## config.mk

```make
export PLATFORM = sky130hd
export DESIGN_NAME = pipe_stage_reg
export DESIGN_NICKNAME = d
export VERILOG_FILES = /design/src/rtl/pipe_stage_reg.sv
export SDC_FILE = /design/constraint.sdc
export NUM_CORES = 1
export LEC_CHECK = 0
export CORE_AREA = 2 2 188 144
export DETAILED_ROUTE_END_ITERATION = 12
export DIE_AREA = 0 0 190 146
export GPL_TIMING_DRIVEN = 0
export PLACE_DENSITY_LB_ADDON = 0.3
export SLEW_MARGIN = 10
export SYNTH_ARGS = -nofsm -noshare
export SYNTH_HDL_FRONTEND = slang
export SYNTH_SLANG_ARGS = --single-unit
```

## constraint.sdc

```tcl
create_clock -name i_Clk -period 1.6 [get_ports i_Clk]
set_clock_uncertainty 0.1 [all_clocks]
set_input_delay 0.16 -clock i_Clk [delete_from_list [all_inputs] [get_ports i_Clk]]
set_output_delay 0.16 -clock i_Clk [all_outputs]
set_load 0.01 [all_outputs]
```

## src/rtl/pipe_stage_reg.sv

```systemverilog
// Inter-stage pipeline register with a valid/ready handshake, an optional
// two-entry skid buffer, a stall (WE_n) and a flush (CLR). The head entry
// always comes from the main register. Control bits read as zero whenever
// the stage presents a bubble.
module pipe_stage_reg #(
    parameter int unsigned DATA_W   = 96,
    parameter int unsigned CTRL_W   = 40,
    parameter int unsigned SKID     = 1,
    parameter int unsigned CLR_DATA = 0
) (
    input  logic              i_Clk,
    input  logic              Reset,
    input  logic              WE_n,
    input  logic              CLR,
    input  logic              i_Valid,
    output logic              o_Ready,
    input  logic [DATA_W-1:0] i_Data,
    input  logic [CTRL_W-1:0] i_Ctrl,
    output logic              o_Valid,
    input  logic              i_Ready,
    output logic [DATA_W-1:0] o_Data,
    output logic [CTRL_W-1:0] o_Ctrl,
    output logic [1:0]        o_Count
);

    // State encoding equals the occupancy count.
    typedef enum logic [1:0] {
        StEmpty = 2'd0,
        StOne   = 2'd1,
        StTwo   = 2'd2
    } state_e;

    state_e              state_q, state_d;
    logic                ready_q, ready_d;
    logic [DATA_W-1:0]   main_data_q, main_data_d;
    logic [CTRL_W-1:0]   main_ctrl_q, main_ctrl_d;
    logic [DATA_W-1:0]   skid_data_q, skid_data_d;
    logic [CTRL_W-1:0]   skid_ctrl_q, skid_ctrl_d;

    logic                full;
    logic                fin;
    logic                fout;

    // Handshake outputs; a stall hides the entry and blocks intake.
    always_comb begin
        full    = (state_q != StEmpty);
        o_Valid = full & ~WE_n;
        if (SKID != 0) begin
            o_Ready = ready_q & ~WE_n;
        end else begin
            o_Ready = (~full | i_Ready) & ~WE_n;
        end
        o_Data  = main_data_q;
        o_Ctrl  = main_ctrl_q & {CTRL_W{o_Valid}};
        o_Count = state_q;
        fin     = i_Valid & o_Ready;
        fout    = o_Valid & i_Ready;
    end

    // Next-state: flush first, then transfers (a stall already forces fin = fout = 0).
    always_comb begin
        state_d     = state_q;
        main_data_d = main_data_q;
        main_ctrl_d = main_ctrl_q;
        skid_data_d = skid_data_q;
        skid_ctrl_d = skid_ctrl_q;

        if (CLR) begin
            state_d     = StEmpty;
            main_ctrl_d = '0;
            skid_ctrl_d = '0;
            if (CLR_DATA != 0) begin
                main_data_d = '0;
                skid_data_d = '0;
            end
        end else if (SKID != 0) begin
            unique case (state_q)
                StEmpty: begin
                    if (fin) begin
                        main_data_d = i_Data;
                        main_ctrl_d = i_Ctrl;
                        state_d     = StOne;
                    end
                end
                StOne: begin
                    if (fin && fout) begin
                        main_data_d = i_Data;
                        main_ctrl_d = i_Ctrl;
                    end else if (fin) begin
                        skid_data_d = i_Data;
                        skid_ctrl_d = i_Ctrl;
                        state_d     = StTwo;
                    end else if (fout) begin
                        state_d = StEmpty;
                    end
                end
                StTwo: begin
                    // Intake is closed in this state, only the head can leave.
                    if (fout) begin
                        main_data_d = skid_data_q;
                        main_ctrl_d = skid_ctrl_q;
                        state_d     = StOne;
                    end
                end
                default: state_d = StEmpty;
            endcase
        end else begin
            if (fin) begin
                main_data_d = i_Data;
                main_ctrl_d = i_Ctrl;
                state_d     = StOne;
            end else if (fout) begin
                state_d = StEmpty;
            end
        end

        // Registered ready so the skid variant has no i_Ready -> o_Ready path.
        ready_d = (state_d != StTwo);
    end

    // State registers with synchronous reset.
    always_ff @(posedge i_Clk) begin
        if (Reset) begin
            state_q     <= StEmpty;
            ready_q     <= 1'b1;
            main_data_q <= '0;
            main_ctrl_q <= '0;
            skid_data_q <= '0;
            skid_ctrl_q <= '0;
        end else begin
            state_q     <= state_d;
            ready_q     <= ready_d;
            main_data_q <= main_data_d;
            main_ctrl_q <= main_ctrl_d;
            skid_data_q <= skid_data_d;
            skid_ctrl_q <= skid_ctrl_d;
        end
    end

endmodule

```

==> flow_metrics.tcl <==
set metrics [dict create \
    worst-endpoint-arrival_ns 2.38 \
    cts_tree "built" \
    grt_pass1_wl_um 52900 \
    drtAntennaViolNets 0 \
    crit_start "o_Count[1]$_SDFF_PP0_" \
    cts_max_level 1 \
    vias 10400 \
    fp.dieH_um 146 \
    clk_path_buf_depth 3 \
    cpPeakStageDelay_ns 0.38 \
    setup_viol 401 \
    r2r-start "o_Count[1]$_SDFF_PP0_" \
    dp_slack_ns -0.994 \
    drt_wl_total_um 35200 \
    gp_congestion 0.842 \
    power_density_mw_per_mm2 947 \
    clockRootBuffer "clkbuf_16" \
    slew_violations 0 \
    globalRouteOverflowTotal 0 \
    worstPathRequired_ns 1.96 \
    rows 51 \
    grt_usage 0.236 \
    reg2reg_slack_ns -0.43 \
    violations "negative setup slack" \
    max-slew-margin-rel 0.460 \
    seq_area_frac_synth 0.477 \
    cp_max_fo 9 \
    crit_path_top_delay_cell "or3b_4" \
    yosysWarnings 0 \
    synthAdderAreaFrac 0 \
    synth_cells 1272 \
    synth_area_mm2 0.0115 \
    worstSetupPathType "reg2reg" \
    clock.fmax_mhz 494 \
    area_growth_syn_to_layout_pct 46.1 \
    drc_errors 0 \
    crit_chain "buf_8 > or3b_4 > o32ai_4 > buf_12 > buf_12 > clkbuf_16 > nor2_1 > a211oi_2" \
    portBuffers 280 \
    clkTransAtPathRegs_ns 0.06 \
    antenna_found_initial 1 \
    crit_top_cell "buf_12" \
    dpl.hpwl_um 23800 \
    period_minus_slack_ns 2.03 \
    numCtsBuffers 29 \
    coreArea_mm2 0.0257 \
    synthSimpleGateAreaFrac 0.164 \
    r2r_cells 8 \
    hold_viol_final 0 \
    ys_ff_latch 275 \
    grt_max_degree 14 \
    start_util 0.449 \
    p_leak_nw 6.87 \
    setup_ws_ns -0.425 \
    drt-pass1-iter-count 4 \
    r2r-end "o_Data[16]$_SDFFE_PP0P_" \
    ios 282 \
    ys_types 29 \
    synth_top_family_by_area "compound AO/OA/AOI/OAI gates" \
    avgSynthCellArea_um2 9.08 \
    synth_nets 1414 \
    ir_drop_v 0.000739 \
    timing.final.crit_share 1.27 \
    synth_xor_area_frac 0 \
    wire_per_inst_um 17.8 \
    worstHoldPathType "in2reg" \
    finalInstanceArea_mm2 0.0169 \
    grt_pass1_vias 9912 \
    hold_depth 4 \
    die_width_um 190 \
    avgViaCountPerCell 5.27 \
    synth_compound_area_frac 0.193 \
    drt-initial-drc-count 540 \
    final_nets 1754 \
    rsz0062_at_grt "true" \
    drive_gt1_frac 0.219 \
    dieArea_mm2 0.0277 \
    whs_endpoint "o_Count[0]$_SDFF_PP0_" \
    cp-end-kind "register" \
    min_from "WE_n" \
    cts_hold_buf 0 \
    critPathLaunchType "register" \
    status "finished with violations" \
    clock-sinks 275 \
    place_area_mm2 0.0148 \
    muxShareOfSynthArea 0.118 \
    clock_latency_ns 0.54 \
    worstMarginPinSlew_ns 0.811 \
    cap_viol_max_count 0 \
    total_power_w 0.0160 \
]
## metrics by stage
stage               utilization  hold slack (ns)  TNS, ns  std cells
global route              0.656           0.0927  -118.84       1976
finish                    0.656           0.0905   -88.92       1976
floorplan                     -            0.196   -25.68       1272
global placement          0.576            0.340  -222.14       1896
detailed placement        0.576            0.346  -233.11       1896
CTS                       0.615           0.0518  -110.97       1952
## logic make-up after synthesis
kind of cell           count (synthesis)
AOI/OAI and AO/OA                    280
buffers and inverters                114
DFF                                  275
muxes                                136
and+or+nand+nor                      467
## placed cells by master, fill, tap and decap left out, types with 11 or more instances in the layout
cell | synthesis | final
buf_12 | 0 | 11
dfxtp_1 | 275 | 273
buf_2 | 26 | 26
clkbuf_2 | 0 | 20
a211oi_1 | 46 | 35
clkdlybuf4s50_1 | 0 | 239
a211oi_2 | 90 | 101
nor2_4 | 0 | 24
nand2_1 | 274 | 274
clkbuf_1 | 63 | 36
buf_6 | 9 | 36
buf_4 | 10 | 20
a21oi_1 | 136 | 135
and2_4 | 0 | 20
mux2i_1 | 136 | 136
nor2_1 | 141 | 110
clkbuf_16 | 0 | 38
buf_8 | 0 | 20
and2_1 | 41 | 21
## Yosys cell counts
cell         n  area, um2
a211oi_1    46        345
a211oi_2    90       1130
a21oi_1    136        681
a221o_1      1       10.0
a22oi_1      1       7.51
a31oi_1      1       6.26
and2_1      41        257
and3_1       1       6.26
and4_1       1       8.76
buf_1        2       7.51
buf_2       26        130
buf_4       10       75.1
buf_6        9        101
clkbuf_1    63        236
dfxtp_1    275       5510
inv_1        4       15.0
mux2i_1    136       1360
nand2_1    274       1030
nand2b_1     2       12.5
nand3_1      1       5.00
nand4_1      1       6.26
nand4bb_1    1       11.3
nor2_1     141        529
nor2b_1      2       12.5
o21ai_0      3       15.0
o32ai_2      1       16.3
o41ai_2      1       16.3
or2_2        1       6.26
or3b_1       1       8.76
## state kept, by name, indices dropped and copies added (netlist names)
signal       cells
ready_q          1
main_ctrl_q     40
o_Count          2
skid_data_q     96
o_Data          96
skid_ctrl_q     40
## worst max-delay path: cells and delay by family (launching register included)
| kind | cells | cell delay, ns |
|---|---|---|
| buf+inv | 4 | 0.63 |
| compound gates | 2 | 0.44 |
| flops | 1 | 0.33 |
| simple gates | 2 | 0.43 |
## cell type report
class,instances,area [um2]
Antenna cell,1,2.50
Buffer,110,931
Clock buffer,43,878
Clock inverter,7,113
Fill cell,2032,8840
Inverter,4,15.0
Multi-Input combinational cell,883,5840
Sequential cell,275,5510
Tap cell,344,430
Timing Repair Buffer,309,3160
## worst max-delay path by stage
stage	to	slack, ns	cells past startpoint
after detailed placement	main_ctrl_q[18]$_SDFFE_PP0P_	-0.99	6
final	o_Data[16]$_SDFFE_PP0P_	-0.43	8
after floorplan	o_Data[51]$_SDFFE_PP0P_	-0.19	7
after global routing	o_Ready	-0.49	3
after global placement	skid_data_q[94]$_SDFFE_PP0P_	-0.93	7
after CTS	o_Data[85]$_SDFFE_PP0P_	-0.48	6
## layer usage
layer	track usage	wire length, um	vias up
li1	-	-	5044
met1	0.328	16000	4979
met2	0.364	15800	317
met3	0.0557	2410	66
met4	0.0667	992	0
met5	0	0	-
## power by group
group | leakage, nW | total (W) | switching (W) | internal [W]
sequential | 2.23 | 0.00713 | 0.000114 | 0.00702
clock | 0.488 | 0.00700 | 0.00276 | 0.00424
combinational | 4.15 | 0.00184 | 0.000867 | 0.000974
total | 6.87 | 0.0160 | 0.00375 | 0.0122
## repair_timing
item | CTS | global route
endpoints found under the setup margin | 414 | 415
setup buffers | 3 | 13
resized for setup | 211 | 241
hold endpoints to repair | 0 | 0
pin swaps | 15 | 77
gates cloned | 3 | 11
No activity file was read; power rests on OpenSTA's default activity.
